<file path="src/rtl/id_hazard_ctrl_pkg.sv">
// Shared RISC-V decode constants for the ID-stage hazard controller:
// base opcodes, forwarding-select encodings and the opcode class record.
package rv_pkg;

  localparam logic [6:0] OP_R      = 7'b0110011;
  localparam logic [6:0] OP_IMM    = 7'b0010011;
  localparam logic [6:0] OP_LOAD   = 7'b0000011;
  localparam logic [6:0] OP_STORE  = 7'b0100011;
  localparam logic [6:0] OP_BRANCH = 7'b1100011;
  localparam logic [6:0] OP_LUI    = 7'b0110111;
  localparam logic [6:0] OP_AUIPC  = 7'b0010111;
  localparam logic [6:0] OP_JAL    = 7'b1101111;
  localparam logic [6:0] OP_JALR   = 7'b1100111;

  localparam logic [1:0] FWD_RF    = 2'b00;
  localparam logic [1:0] FWD_EXMEM = 2'b01;
  localparam logic [1:0] FWD_MEMWB = 2'b10;

  typedef struct packed {
    logic writes_rd;
    logic uses_rs1;
    logic uses_rs2;
    logic is_load;
  } opclass_t;

endpackage

</file>
<file path="src/rtl/id_hazard_ctrl_if.sv">
// Decoder/pipeline-register side of the hazard controller: ID fields and
// redirect in, stall/flush/issue/forwarding controls out.
interface id_hazard_ctrl_if #(
  parameter int REG_W = 5,
  parameter int CNT_W = 16
);
  logic             id_valid;
  logic [6:0]       id_opcode;
  logic [REG_W-1:0] id_rs1;
  logic [REG_W-1:0] id_rs2;
  logic [REG_W-1:0] id_rd;
  logic             ex_redirect;
  logic             pc_stall;
  logic             ifid_stall;
  logic             ifid_flush;
  logic             idex_bubble;
  logic             issue;
  logic [1:0]       fwd_a;
  logic [1:0]       fwd_b;
  logic [CNT_W-1:0] stall_cnt;

  modport master (
    output id_valid, id_opcode, id_rs1, id_rs2, id_rd, ex_redirect,
    input  pc_stall, ifid_stall, ifid_flush, idex_bubble, issue,
           fwd_a, fwd_b, stall_cnt
  );

  modport slave (
    input  id_valid, id_opcode, id_rs1, id_rs2, id_rd, ex_redirect,
    output pc_stall, ifid_stall, ifid_flush, idex_bubble, issue,
           fwd_a, fwd_b, stall_cnt
  );
endinterface

</file>
<file path="src/rtl/id_hazard_ctrl_hz_opclass.sv">
// Opcode classifier: which register fields an instruction reads/writes and
// whether it is a load. Unknown opcodes neither read nor write.
module hz_opclass
  import rv_pkg::*;
(
  input  logic [6:0] opcode,
  output opclass_t   cls
);

  always_comb begin
    cls = '0;
    case (opcode)
      OP_R: begin
        cls.writes_rd = 1'b1;
        cls.uses_rs1  = 1'b1;
        cls.uses_rs2  = 1'b1;
      end
      OP_IMM, OP_JALR: begin
        cls.writes_rd = 1'b1;
        cls.uses_rs1  = 1'b1;
      end
      OP_LOAD: begin
        cls.writes_rd = 1'b1;
        cls.uses_rs1  = 1'b1;
        cls.is_load   = 1'b1;
      end
      OP_LUI, OP_AUIPC, OP_JAL: begin
        cls.writes_rd = 1'b1;
      end
      OP_STORE, OP_BRANCH: begin
        cls.uses_rs1  = 1'b1;
        cls.uses_rs2  = 1'b1;
      end
      default: cls = '0;
    endcase
  end

endmodule

</file>
<file path="src/rtl/id_hazard_ctrl.sv">
// ID-stage hazard controller: tracks destinations in EX/MEM/WB, stalls on
// load-use, flushes on EX redirect and registers EX-aligned forwarding selects.
module id_hazard_ctrl
  import rv_pkg::*;
#(
  parameter int REG_W    = 5,
  parameter int LOAD_LAT = 1,
  parameter int CNT_W    = 16
) (
  input logic              clk,
  input logic              reset,
  id_hazard_ctrl_if.slave  hz
);

  typedef struct packed {
    logic             valid;
    logic [REG_W-1:0] rd;
    logic             is_load;
    logic             wr;
  } trk_t;

  localparam int EX  = 0;
  localparam int MEM = 1;
  localparam int WB  = 2;

  trk_t             trk_q [3];
  trk_t             id_ent;
  opclass_t         cls;
  logic             rs1_use, rs2_use;
  logic             ex_hit_a, ex_hit_b, mem_hit_a, mem_hit_b;
  logic             load_stall, stall, issue_c;
  logic [1:0]       sel_a, sel_b;
  logic [1:0]       fwd_a_q, fwd_b_q;
  logic [CNT_W-1:0] cnt_q;

  hz_opclass u_opclass (
    .opcode (hz.id_opcode),
    .cls    (cls)
  );

  function automatic logic hit(trk_t e, logic use_src, logic [REG_W-1:0] rs);
    return use_src && e.valid && e.wr && (e.rd == rs);
  endfunction

  // x0 is neither a real source nor a real destination for hazard purposes.
  assign rs1_use = cls.uses_rs1 && (hz.id_rs1 != '0);
  assign rs2_use = cls.uses_rs2 && (hz.id_rs2 != '0);

  assign id_ent.valid   = 1'b1;
  assign id_ent.rd      = hz.id_rd;
  assign id_ent.is_load = cls.is_load;
  assign id_ent.wr      = cls.writes_rd && (hz.id_rd != '0);

  assign ex_hit_a  = hit(trk_q[EX],  rs1_use, hz.id_rs1);
  assign ex_hit_b  = hit(trk_q[EX],  rs2_use, hz.id_rs2);
  assign mem_hit_a = hit(trk_q[MEM], rs1_use, hz.id_rs1);
  assign mem_hit_b = hit(trk_q[MEM], rs2_use, hz.id_rs2);

  assign load_stall = ((ex_hit_a || ex_hit_b) && trk_q[EX].is_load) ||
                      ((LOAD_LAT == 2) && (mem_hit_a || mem_hit_b) && trk_q[MEM].is_load);
  assign stall      = hz.id_valid && load_stall;

  // Every control output is forced low while reset is held, including mid-stall.
  assign issue_c        = reset && hz.id_valid && !stall && !hz.ex_redirect;
  assign hz.issue       = issue_c;
  assign hz.idex_bubble = reset && !issue_c;
  assign hz.pc_stall    = reset && stall && !hz.ex_redirect;
  assign hz.ifid_stall  = reset && stall && !hz.ex_redirect;
  assign hz.ifid_flush  = reset && hz.ex_redirect;

  // The EX entry is the younger producer, so it takes priority over MEM.
  assign sel_a = ex_hit_a ? FWD_EXMEM : (mem_hit_a ? FWD_MEMWB : FWD_RF);
  assign sel_b = ex_hit_b ? FWD_EXMEM : (mem_hit_b ? FWD_MEMWB : FWD_RF);

  assign hz.fwd_a     = fwd_a_q;
  assign hz.fwd_b     = fwd_b_q;
  assign hz.stall_cnt = cnt_q;

  always_ff @(posedge clk or negedge reset) begin
    if (!reset) begin
      for (int i = 0; i < 3; i++) trk_q[i] <= '0;
      fwd_a_q <= FWD_RF;
      fwd_b_q <= FWD_RF;
      cnt_q   <= '0;
    end else begin
      trk_q[WB]  <= trk_q[MEM];
      trk_q[MEM] <= trk_q[EX];
      trk_q[EX]  <= issue_c ? id_ent : '0;
      fwd_a_q    <= issue_c ? sel_a : FWD_RF;
      fwd_b_q    <= issue_c ? sel_b : FWD_RF;
      if (hz.pc_stall && (cnt_q != '1)) cnt_q <= cnt_q + CNT_W'(1);
    end
  end

endmodule

</file>
<file path="src/flat_wrapper.sv">
// flat-port wrapper written by rule: the top's interface ports become plain ports
module id_hazard_ctrl_flat import rv_pkg::*;
#(
  parameter int REG_W    = 5,
  parameter int LOAD_LAT = 1,
  parameter int CNT_W    = 16
)
  (clk, reset, hz_id_valid, hz_id_opcode, hz_id_rs1, hz_id_rs2, hz_id_rd, hz_ex_redirect, hz_pc_stall, hz_ifid_stall, hz_ifid_flush, hz_idex_bubble, hz_issue, hz_fwd_a, hz_fwd_b, hz_stall_cnt);
  id_hazard_ctrl_if #(.REG_W(REG_W), .CNT_W(CNT_W)) hz_i ();
  input logic clk;
  input logic reset;
  input wire logic [$bits(hz_i.id_valid)-1:0] hz_id_valid;
  input wire logic [$bits(hz_i.id_opcode)-1:0] hz_id_opcode;
  input wire logic [$bits(hz_i.id_rs1)-1:0] hz_id_rs1;
  input wire logic [$bits(hz_i.id_rs2)-1:0] hz_id_rs2;
  input wire logic [$bits(hz_i.id_rd)-1:0] hz_id_rd;
  input wire logic [$bits(hz_i.ex_redirect)-1:0] hz_ex_redirect;
  output wire logic [$bits(hz_i.pc_stall)-1:0] hz_pc_stall;
  output wire logic [$bits(hz_i.ifid_stall)-1:0] hz_ifid_stall;
  output wire logic [$bits(hz_i.ifid_flush)-1:0] hz_ifid_flush;
  output wire logic [$bits(hz_i.idex_bubble)-1:0] hz_idex_bubble;
  output wire logic [$bits(hz_i.issue)-1:0] hz_issue;
  output wire logic [$bits(hz_i.fwd_a)-1:0] hz_fwd_a;
  output wire logic [$bits(hz_i.fwd_b)-1:0] hz_fwd_b;
  output wire logic [$bits(hz_i.stall_cnt)-1:0] hz_stall_cnt;
  assign hz_i.id_valid = hz_id_valid;
  assign hz_i.id_opcode = hz_id_opcode;
  assign hz_i.id_rs1 = hz_id_rs1;
  assign hz_i.id_rs2 = hz_id_rs2;
  assign hz_i.id_rd = hz_id_rd;
  assign hz_i.ex_redirect = hz_ex_redirect;
  assign hz_pc_stall = hz_i.pc_stall;
  assign hz_ifid_stall = hz_i.ifid_stall;
  assign hz_ifid_flush = hz_i.ifid_flush;
  assign hz_idex_bubble = hz_i.idex_bubble;
  assign hz_issue = hz_i.issue;
  assign hz_fwd_a = hz_i.fwd_a;
  assign hz_fwd_b = hz_i.fwd_b;
  assign hz_stall_cnt = hz_i.stall_cnt;
  id_hazard_ctrl #(.REG_W(REG_W), .LOAD_LAT(LOAD_LAT), .CNT_W(CNT_W)) u_core (.clk(clk), .reset(reset), .hz(hz_i));
endmodule
</file>
<file path="config.mk">
export PLATFORM = sky130hd
export DESIGN_NAME = id_hazard_ctrl_flat
export DESIGN_NICKNAME = d
export VERILOG_FILES = /design/src/rtl/id_hazard_ctrl_pkg.sv /design/src/rtl/id_hazard_ctrl_if.sv /design/src/rtl/id_hazard_ctrl_hz_opclass.sv /design/src/rtl/id_hazard_ctrl.sv /design/src/flat_wrapper.sv
export SDC_FILE = /design/constraint.sdc
export NUM_CORES = 1
export LEC_CHECK = 0
export BUFFER_PORTS_ARGS = -buffer_cell sky130_fd_sc_hd__buf_2
export CORE_ASPECT_RATIO = 0.9
export CORE_MARGIN = 4
export CORE_UTILIZATION = 40
export CTS_CLUSTER_DIAMETER = 30
export CTS_CLUSTER_SIZE = 40
export DETAILED_ROUTE_END_ITERATION = 12
export RECOVER_POWER = 50
export SLEW_MARGIN = 20
export SYNTH_ARGS = -nofsm -noshare
export SYNTH_HDL_FRONTEND = slang
export SYNTH_SLANG_ARGS = --single-unit
</file>
<file path="constraint.sdc">
create_clock -name clk -period 2.2 [get_ports clk]
set_input_delay 0 -clock clk [delete_from_list [all_inputs] [get_ports clk]]
set_output_delay 0 -clock clk [all_outputs]
set_load 0.05 [all_outputs]
</file>
# Word level (Yosys, flattened, before mapping)
# Cells that the tools add are included.
[classes]
addsub = 1
eq_ne = 14
reduce_logical = 35
muxes = 11
[ops]
columns = ["operator", "n"]
rows = [
  ["$logic_and 1x1->1", 25],
  ["$eq 7x6->1 const B", 3],
  ["$eq 7x7->1 const B", 3],
  ["$eq 5x5->1", 4],
  ["$add 16x1->16 const B", 1],
  ["$ne 16x16->1 const B", 1],
  ["$reduce_bool 5->1", 3],
  ["$eq 7x5->1 const B", 2],
  ["$mux 2", 6],
  ["$mux 8", 1],
  ["$eq 7x2->1 const B", 1],
  ["$reduce_or 7->1", 1],
  ["$reduce_or 6->1", 1],
  ["$mux 1", 4],
  ["$logic_not 1->1", 3],
  ["$reduce_or 3->1", 1],
  ["$logic_or 1x1->1", 1],
]
[word_totals]
reg_bits = 35
output_inout_bits = 25
in_bits = 26
wordCells = 71

# Depth between registers and ports, before layout
# Gate-level depths: netlist of the first run.
[logic_depth]
word_depth = 15
mapped_depth = 8
depth_no_buf = 7

# Modules after synthesis
# From an unflattened synthesis of the first run, not the netlist that was laid out.
[unflattened]
hier_cells = 159
hier_area_um2 = 1789.2
[by_module_without_submodules]
columns = ["module", "seq_area_each_um2", "cells_each", "area_per_inst_um2", "n_inst"]
rows = [
  ["id_hazard_ctrl", 875.8, 148, 1691.6, 1],
  ["hz_opclass", 0.0, 11, 97.6, 1],
]

# Worst setup path before layout of the first run
# No wires, ideal clock.
[synth_timing]
path_type = "reg2reg"
startpoint = "reg u_core.cnt_q[0] (netlist: u_core.hz.stall_cnt[0])"
endpoint = "reg u_core.cnt_q[1] (netlist: u_core.hz.stall_cnt[1])"
n_path_buf = 0
stages_incl_launch_ff = 7
t_arrival_ns = 1.983
synth_period_minus_slack_ns = 2.107
path_slack_ns = 0.093
setup_time_ns = 0.125
required_time_ns = 2.075
path_cell_list = "dfrtp_1 > ha_1 > nand3_1 > nor4_1 > nand3_1 > nand3_1 > mux2_2"
[synth_between]
elab_chain_cells = 2
elab_cells_between_ends = 3
classes_between = "add/sub: 1; eq/ne: 1; reduce/logical: 1"
[synth_rtl]
columns = ["item", "line_no", "text"]
rows = [
  ["from (decl)", "id_hazard_ctrl.sv:34", "logic [CNT_W-1:0] cnt_q;"],
  ["from (signal assigned)", "id_hazard_ctrl.sv:91", "if (hz.pc_stall && (cnt_q != '1)) cnt_q <= cnt_q + CNT_W'(1);"],
  ["branches (longest 2 deep; another with $add 16x1->16)", "--", ""],
]
# Parallel ways; which one is timed is not known.
# A chain may end at the register's enable or synchronous reset.

# Worst setup path in the final report of the first run
[layout_timing]
startpoint = "reg u_core.trk_q[20] (netlist name)"
endpoint = "out hz_ifid_stall"
[layout_between]
elab_chain_cells = 7
elab_cells_between_ends = 9
classes_between = "eq/ne: 2; reduce/logical: 7"
[layout_rtl]
columns = ["item", "line_no", "text"]
rows = [
  ["from (decl)", "id_hazard_ctrl.sv:26", "trk_t trk_q [3];"],
  ["from (signal, indexed assignment)", "id_hazard_ctrl.sv:86", "trk_q[WB] <= trk_q[MEM];"],
  ["from (signal, indexed assignment)", "id_hazard_ctrl.sv:87", "trk_q[MEM] <= trk_q[EX];"],
  ["from (signal, indexed assignment)", "id_hazard_ctrl.sv:88", "trk_q[EX] <= issue_c ? id_ent : '0;"],
  ["$eq 5x5->1", "id_hazard_ctrl.sv:42", "return use_src && e.valid && e.wr && (e.rd == rs);"],
  ["$logic_and 1x1->1", "id_hazard_ctrl.sv:42", ""],
  ["$logic_or 1x1->1 *", "id_hazard_ctrl.sv:59", "assign load_stall = ((ex_hit_a || ex_hit_b) && trk_q[EX].is_load) ||"],
  ["$logic_and 1x1->1 *", "id_hazard_ctrl.sv:59", ""],
  ["$logic_and 1x1->1 *", "id_hazard_ctrl.sv:61", "assign stall = hz.id_valid && load_stall;"],
  ["$logic_and 1x1->1 * (2 in series)", "id_hazard_ctrl.sv:68", "assign hz.ifid_stall = reset && stall && !hz.ex_redirect;"],
  ["to (decl)", "flat_wrapper.sv:19", "output wire logic [$bits(hz_i.ifid_stall)-1:0] hz_ifid_stall;"],
]
# Every way passes the cells marked *; elsewhere a longest branch is shown, timed or not.

==> results.py, run 1 <==
metrics = {
    "outcome": {
        "status": "completed",
    },
    "synthesis": {
        "yosysUniqueCellTypes": 35,
        "synth_fp_nets": 195,
        "ys_seq_elements": 35,
        "ys_seq_area_share_pct": 48.95,
        "netlist_area_um2": 1789,
        "synth_area_per_cell_um2": 10.65,
        "yosys.area.top_type": "dfrtp_1",
        "synth_top_area_share_pct": 48.95,
        "yosys_warnings": 0,
        "postSynthCellCount": 168,
        "synth_area_leaders": "dfrtp_1 49%, xnor2_1 14%, nand4_1 5.2%",
    },
    "flow_run": {
        "drv_cap": 0,
    },
    "timing": {
        "setup_viol": 0,
        "fmax_mhz": 480.1,
        "worst_slew_pin_slew_ns": 0.8932,
        "slew_headroom_pct": 40.45,
        "rsz0062_at_grt": "true",
        "period_minus_slack_ns": 2.083,
        "setup_ws_ns": 0.1173,
        "finalMaxSlewViolations": 0,
        "hold_violations": 0,
        "hold_ws_ns": 0.06532,
        "fin_crit_sh_pct": 94.67,
        "finClkSkew_ns": 0.003060,
    },
    "power_and_ir_drop": {
        "leakage_nw": 1.053,
        "total_power_mw": 1.281,
        "vdd_ir_drop_max_uv": 402.0,
        "power.density_nw_per_um2": 560.8,
    },
    "cts": {
        "htreeDepth": 2,
        "cts_tree": "done",
        "root_buffer": "clkbuf_8",
        "cts_buffer_depth": 2,
        "numCtsBuffers": 5,
        "post_cts_buffers": 0,
        "clk_latency_ns": 0.28,
        "clock_sinks": 35,
        "clkTransAtPathRegs_ns": 0.07,
    },
    "setup_path": {
        "arrival_ns": 2.08,
        "critPathMaxStageDelay_ns": 0.43,
        "critPathRequiredTime_ns": 2.20,
        "cp-start-kind": "flop",
        "cp-end-kind": "primary output",
        "timing_worst_setup_path_type": "flop to primary output",
        "cp_slowest_cell": "dfrtp_1",
        "cp_num_buf_inv": 2,
        "crit_fanout": 10,
        "worstPathCellList": "xnor2_1 > nand4_1 > nor4_4 > a21o_4 > buf_4 > and2_1 > clkbuf_4",
        "cp_top_family": "simple AND/OR/NAND/NOR gates",
    },
    "finish": {
        "drive_gt1_share_pct": 27.39,
        "nFillCells": 414,
        "final_common_cell": "buf_2",
        "areaGrowthSynthToFinish_pct": 27.62,
        "final_cell_mix": "42 x buf_2, 35 x dfrtp_1, 29 x xnor2_1",
        "final_net_count": 256,
        "final_util_pct": 54.58,
        "diodes": 0,
        "layout.cells.non_filler": 290,
    },
    "floorplanning": {
        "io_pins": 51,
        "fp.coreArea_um2": 4184,
        "initial_core_util_pct": 42.76,
        "die_w_um": 78.50,
        "die_y_um": 71.45,
        "fp-row-count": 22,
        "dieArea_um2": 5609,
    },
    "drt": {
        "first_iter_violations": 71,
        "route.antenna.remaining_nets": 0,
        "wl_per_cell_um": 14.21,
        "detailroute.wirelength.met3_um": 204,
        "vias": 1451,
        "viasPerCell": 5.003,
        "wl_met1_um": 2121,
        "drcViolationCount": 0,
        "firstDrtPassIters": 4,
        "topRoutingLayerUsed": "met4",
        "wl_met2_um": 1740,
        "totalWireLength_um": 4120,
    },
    "grt": {
        "grt_max_degree": 38,
        "grt_pass1_vias": 1457,
        "grt.total_usage_pct": 15.72,
        "grt_pass1_wl_um": 6989,
        "gr-total-overflow": 0,
        "antenna_found_initial": 0,
    },
    "placed_design": {
        "dp.cells": 276,
        "gp_congestion": 0.8477,
        "post-place-ws_ns": 0.2181,
        "port_buffers": 50,
        "place_hpwl_um": 3173,
    },
    "hold_path": {
        "hold_class": "input port to flop",
    },
}
-- power by group --
part | leakage [nW] | total [mW] | switching (mW) | internal, mW
clock | 0.0515 | 0.506 | 0.221 | 0.286
sequential | 0.486 | 0.656 | 0.00626 | 0.650
combinational | 0.516 | 0.118 | 0.0664 | 0.0520
-- kinds of logic after synthesis --
group	synth area share [%]
buffers and inverters	3.007
AOI/OAI and AO/OA	2.938
and+or+nand+nor	26.64
adders and majority gates	0.6992
xor gates and xnor gates	17.13
muxes	0.6293
DFF	48.95
-- per-layer routing --
| metal | vias up | global-route usage, % |
|---|---|---|
| met5 | - | 0 |
| met2 | 41 | 22.71 |
| li1 | 714 | - |
| met1 | 689 | 22.81 |
| met4 | 0 | 5.243 |
| met3 | 7 | 4.146 |
-- stage by stage --
| stage | cell area [µm²] | setup TNS, ns |
|---|---|---|
| global placement | 2102 | 0 |
| detailed placement | 2102 | 0 |
| global route | 2283 | -0.02394 |
| floorplan | 1789 | 0 |
| finish | 2283 | 0 |
| CTS | 2263 | 0 |
-- repair_timing --
item,in CTS,in global routing
endpoints found under the hold margin,40,0
setup endpoints to repair,3,4
hold buffers,6,0
resized for setup,1,6
cloned,0,0
-- Yosys cell counts, drive strengths merged --
master	instances
ha	1
and2b	1
a21o	1
nand3	10
nand2	8
a21oi	2
and4	4
nand4	15
nor2	12
dfrtp	35
nand3b	1
buf	4
o311a	1
or3	1
nor3b	1
a31oi	1
and3b	1
xnor2	29
inv	3
o31ai	1
mux2	1
or4	2
clkbuf	2
xor2	6
nor3	5
and3	6
and2	8
nand4b	1
nor4	5
-- worst reg2reg max path: cells and delay by family (launching register included) --
kind / cells / cell delay (ns)
flops: 1 / 0.42
simple gates: 4 / 0.77
fa+ha+maj: 1 / 0.20
mux: 1 / 0.34
-- final cells by class --
cell class              instances  area (µm²)  share of cell area (%)
flip-flops and latches         35       875.8                   38.36
clock buffers                   8       100.1                   4.384
repair buffers                 60       339.1                   14.85
inverters                       3       11.26                  0.4932
well taps                      60       75.07                   3.288
multi-input cells             124       882.1                   38.63
-- final timing paths --
kind / start / end / slack, ns / cells after the start
max: u_core.trk_q[20] / hz_ifid_stall / 0.12 / 7
min: hz_id_opcode[3] / u_core.trk_q[16] / 0.07 / 3
max reg2reg: u_core.hz.stall_cnt[0] / u_core.hz.stall_cnt[1] / 0.35 / 6
min reg2reg: u_core.trk_q[23] / u_core.trk_q[15] / 0.41 / 0
max in group asynchronous: reset / u_core.hz.stall_cnt[2] / 1.06 / 3
min in group asynchronous: reset / u_core.hz.fwd_b[0] / 0.59 / 3
-- sequential cells by signal, summed over array words and instances (netlist names) --
register	count
u_core.hz.stall_cnt	16
u_core.hz.fwd_a	2
u_core.trk_q	15
u_core.hz.fwd_b	2
No activity file was read; power rests on OpenSTA's default activity.
==> run 2: changes to the inputs <==
- PLACE_DENSITY: unset -> 0.62
- clock period: 2.2 -> 2.7 ns (I/O delays scaled with it)
==> run 2 against run 1 <==
Compared with the run above: combinational power shrank 21%; sequential cell count stayed put; register-to-register slack improved by 0.25 ns; count of clock-buffer cells in the layout down 1; global-route usage decreased by 1.4 points; wire length down 7.4%; sequential share of layout area increased by 0.82 points; largest power group unchanged; critical path depth unchanged; critical path type unchanged; non-clock buffer count is the same.
==> results.py, run 2 (same netlist as run 1, synthesis figures left out) <==
metrics = {
    "placed_design": {
        "gp_congestion": 0.8151,
        "dp.cells": 276,
        "port_buffers": 50,
        "place_hpwl_um": 2944,
    },
    "grt": {
        "grt_pass1_vias": 1385,
        "antenna_found_initial": 0,
        "gr-total-overflow": 0,
        "grt_pass1_wl_um": 6396,
        "grt.total_usage_pct": 14.30,
        "grt_max_degree": 38,
    },
    "timing": {
        "worst_slew_pin_slew_ns": 0.5954,
        "fin_setup_tns_ns": 0,
        "finalMaxSlewViolations": 0,
        "setup_viol": 0,
        "hold_violations": 0,
        "fmax_mhz": 421.8,
        "fin_crit_sh_pct": 87.81,
        "period_minus_slack_ns": 2.371,
        "slew_headroom_pct": 60.48,
        "finClkSkew_ns": 0.005041,
        "rsz0062_at_grt": "false",
    },
    "cts": {
        "cts_tree": "done",
        "post_cts_buffers": 0,
        "numCtsBuffers": 5,
        "clkTransAtPathRegs_ns": 0.06,
        "clock_sinks": 35,
        "root_buffer": "clkbuf_8",
        "clk_latency_ns": 0.28,
        "cts_buffer_depth": 2,
        "htreeDepth": 2,
    },
    "setup_path": {
        "critPathRequiredTime_ns": 2.70,
        "timing_worst_setup_path_type": "flop to primary output",
        "cp-start-kind": "flop",
        "arrival_ns": 2.37,
        "cp-end-kind": "primary output",
        "reg2reg_depth": 7,
        "crit_fanout": 14,
    },
    "finish": {
        "final_cell_mix": "44 x buf_2, 35 x dfrtp_1, 29 x xnor2_1",
        "seqCellArea_um2": 875.8,
        "final_common_cell": "buf_2",
        "drive_gt1_share_pct": 25.65,
        "nFillCells": 411,
        "diodes": 0,
        "largest_register_ffs": 16,
        "areaGrowthSynthToFinish_pct": 24.96,
        "final_net_count": 256,
        "multi_input_area_um2": 859.6,
        "layout.cells.non_filler": 290,
    },
    "power_and_ir_drop": {
        "leakage_nw": 1.044,
        "p_int_mw": 0.7526,
        "p_sw_mw": 0.2329,
        "seq_power_share_pct": 54.2,
        "combPwrFrac_pct": 9.5,
        "total_power_mw": 0.9855,
        "power.density_nw_per_um2": 440.8,
        "vdd_ir_drop_max_uv": 180.3,
        "pwr-share-clk_pct": 36.3,
        "power.share.switching_pct": 23.63,
    },
    "drt": {
        "route.antenna.remaining_nets": 0,
        "viasPerCell": 4.945,
        "detailroute.wirelength.met3_um": 170,
        "vias": 1434,
        "firstDrtPassIters": 4,
        "wl_met2_um": 1692,
        "topRoutingLayerUsed": "met4",
        "wl_met1_um": 1867,
        "drcViolationCount": 0,
        "totalWireLength_um": 3814,
        "wl_per_cell_um": 13.15,
        "first_iter_violations": 63,
    },
    "floorplanning": {
        "die_y_um": 71.45,
        "fp.coreArea_um2": 4184,
        "initial_core_util_pct": 42.76,
        "die_w_um": 78.50,
        "dieArea_um2": 5609,
        "fp-row-count": 22,
        "io_pins": 51,
    },
    "outcome": {
        "status": "completed",
    },
    "hold_path": {
        "min_path_cells": 3,
        "hold_class": "input port to flop",
    },
    "flow_run": {
        "drv_cap": 0,
    },
}
-- run 2: per-stage QoR --
stage	area, µm²	hold WS, ns	utilization [%]	worst slack [ns]
global route	2236	0.07677	53.44	0.1318
finish	2236	0.07318	53.44	0.3292
detailed placement	2102	0.1315	50.24	0.6518
floorplan	1789	-0.2956	-	0.5926
global placement	2102	0.1410	50.24	0.6242
CTS	2243	0.06225	53.62	0.3491
-- run 2: worst max-delay path: stages (launching register included) --
cell	delay, ns
dfrtp_1	0.41
xnor2_1	0.17
nand3_1	0.11
nor4_2	0.35
a21o_1	0.41
a21oi_4	0.18
and2b_1	0.22
buf_2	0.25
-- run 2: worst paths after layout --
kind	start	to	slack [ns]
min in group asynchronous	reset	u_core.trk_q[8]	0.43
worst min-delay path	hz_id_opcode[3]	u_core.trk_q[16]	0.07
max in group asynchronous	reset	u_core.trk_q[12]	1.96
worst min register to register	u_core.trk_q[23]	u_core.trk_q[15]	0.42
worst max-delay path	u_core.trk_q[21]	hz_idex_bubble	0.33
worst max register to register	u_core.hz.stall_cnt[0]	u_core.hz.stall_cnt[1]	0.60
-- run 2: per-layer routing --
layer	global-route usage, %	vias up
li1	-	713
met1	19.95	674
met2	21.02	37
met3	3.141	10
met4	6.990	0
met5	0	-
-- run 2: repair_timing --
action                                  4_1_cts  5_1_grt
resized for setup                             0        0
endpoints found under the setup margin        0        0
endpoints found under the hold margin        40        0
hold buffers                                  6        0
-- run 2: area by class of cell --
class	count	share of cell area (%)
clock buffer	7	3.414
clock inverter	1	0.2238
inverter	3	0.5036
multi-input combinational	124	38.44
sequential	35	39.17
tap	60	3.358
timing repair buffer	60	14.89
-- run 2: power by group through the flow --
stage          Clock (mW)  Sequential, mW  Combinational [mW]
6_report            0.357           0.534              0.0938
5_1_grt             0.393           0.534               0.104
4_1_cts             0.369           0.534              0.0954
3_5_place_dp            0           0.544              0.0888
3_3_place_gp            0           0.544              0.0887
2_1_floorplan           0           0.543              0.0426
==> run 3: changes to the inputs <==
- CTS_BUF_LIST: unset -> sky130_fd_sc_hd__clkbuf_4 sky130_fd_sc_hd__clkbuf_8
==> run 3 against run 2 <==
Compared with the run above: design area rose by 0.34%; sequential power about the same; non-clock buffer count unchanged; via count down 0.21%.
==> results.py, run 3 (same netlist as run 1, synthesis figures left out) <==
metrics = {
    "outcome": {
        "status": "completed",
    },
    "timing": {
        "hold_violations": 0,
        "fin_setup_tns_ns": 0,
        "setup_viol": 0,
        "fin_crit_sh_pct": 87.09,
        "period_minus_slack_ns": 2.351,
        "slew_headroom_pct": 60.48,
        "finalMaxSlewViolations": 0,
        "worst_slew_pin_slew_ns": 0.5954,
        "finClkSkew_ns": 0.005269,
        "fmax_mhz": 425.3,
        "rsz0062_at_grt": "false",
    },
    "placed_design": {
        "place_hpwl_um": 2944,
        "port_buffers": 50,
        "dp.cells": 276,
        "gp_congestion": 0.8151,
    },
    "floorplanning": {
        "initial_core_util_pct": 42.76,
        "io_pins": 51,
        "fp.coreArea_um2": 4184,
        "dieArea_um2": 5609,
        "die_y_um": 71.45,
        "fp-row-count": 22,
        "die_w_um": 78.50,
    },
    "drt": {
        "firstDrtPassIters": 4,
        "totalWireLength_um": 3800,
        "wl_per_cell_um": 13.10,
        "vias": 1431,
        "route.antenna.remaining_nets": 0,
        "viasPerCell": 4.934,
        "first_iter_violations": 70,
        "drcViolationCount": 0,
    },
    "cts": {
        "clkTransAtPathRegs_ns": 0.06,
        "clock_sinks": 35,
        "root_buffer": "clkbuf_8",
        "cts_buffer_depth": 2,
        "htreeDepth": 2,
        "cts-resized-gates": 0,
        "numCtsBuffers": 5,
        "clk_latency_ns": 0.28,
        "cts_tree": "done",
    },
    "setup_path": {
        "cp_slowest_cell": "dfrtp_1",
        "timing_worst_setup_path_type": "flop to primary output",
        "worstPathCellList": "xnor2_1 > nand3_1 > nor4_2 > a21o_1 > a21oi_4 > and2b_1 > buf_2",
        "critPathMaxStageDelay_ns": 0.41,
        "cp_num_buf_inv": 1,
        "critPathRequiredTime_ns": 2.70,
        "cp-start-kind": "flop",
        "arrival_ns": 2.35,
        "cp-end-kind": "primary output",
        "crit_fanout": 14,
        "cp_top_family": "simple AND/OR/NAND/NOR gates",
        "reg2reg_setup_slack_ns": 0.61,
    },
    "finish": {
        "final_common_cell": "buf_2",
        "final_cell_mix": "44 x buf_2, 35 x dfrtp_1, 29 x xnor2_1",
        "drive_gt1_share_pct": 26.52,
        "diodes": 0,
        "largest_register_ffs": 16,
        "final_net_count": 256,
        "layout.cells.non_filler": 290,
        "areaGrowthSynthToFinish_pct": 25.38,
    },
    "power_and_ir_drop": {
        "vdd_ir_drop_max_uv": 179.7,
        "total_power_mw": 1.007,
        "power.density_nw_per_um2": 449.1,
        "leakage_nw": 1.051,
    },
    "grt": {
        "grt.total_usage_pct": 14.22,
        "grt_pass1_wl_um": 6368,
        "gr-total-overflow": 0,
        "grt_pass1_vias": 1380,
        "antenna_found_initial": 0,
        "grt_max_degree": 38,
    },
    "hold_path": {
        "hold_class": "input port to flop",
    },
    "flow_run": {
        "drv_cap": 0,
    },
}
==> run 3: cell count changes in the layout (fill, tap and decap cells not counted) <==
cell,delta
clkbuf_1,-2
clkbuf_4,+2
==> run 3: area by class of cell <==
cell class / instances / area [µm²]
clock inverter: 1 / 5.005
timing repair buffer: 60 / 332.8
clock buffer: 7 / 83.83
inverter: 3 / 11.26
multi-input combinational: 124 / 859.6
sequential: 35 / 875.8
fill: 409 / 1941
tap: 60 / 75.07
==> run 3: stage by stage <==
stage	setup slack [ns]	util (%)	hold slack, ns	cell area (µm²)
after floorplan	0.5926	-	-0.2956	1789
after global placement	0.6242	50.24	0.1410	2102
after detailed placement	0.6518	50.24	0.1315	2102
after CTS	0.3491	53.80	0.06225	2251
after global routing	0.1318	53.62	0.07677	2243
final	0.3486	53.62	0.07367	2243
==> run 3: final timing paths <==
| kind | cells after the start | to | from |
|---|---|---|---|
| worst min register to register | 0 | u_core.trk_q[15] | u_core.trk_q[23] |
| max in group asynchronous | 3 | u_core.trk_q[23] | reset |
| worst min-delay path | 3 | u_core.trk_q[16] | hz_id_opcode[3] |
| worst max-delay path | 7 | hz_idex_bubble | u_core.trk_q[21] |
| min in group asynchronous | 3 | u_core.trk_q[8] | reset |
| worst max register to register | 7 | u_core.hz.stall_cnt[1] | u_core.hz.stall_cnt[0] |
==> run 3: tightest hold or removal path, stage by stage <==
cell,delay [ns]
buf_2,0.09
o31ai_1,0.06
and3_1,0.16
==> run 3: timing repair <==
item / 4_1_cts / 5_1_grt
endpoints found under the hold margin: 40 / 0
buffers inserted: 0 / 0
hold buffers: 6 / 0
==> run 3: layer usage <==
layer / wire length [µm] / GRT usage (%)
met1: 1862 / 19.63
met2: 1683 / 21.21
met3: 170 / 3.141
met4: 84 / 6.796
met5: 0 / 0
==> run 3: power by group <==
| part | switching (mW) | total [mW] | leakage [nW] | internal [mW] |
|---|---|---|---|---|
| Clock | 0.179 | 0.379 | 0.0491 | 0.201 |
| Combinational | 0.0515 | 0.0939 | 0.516 | 0.0424 |
| Sequential | 0.00476 | 0.534 | 0.486 | 0.529 |
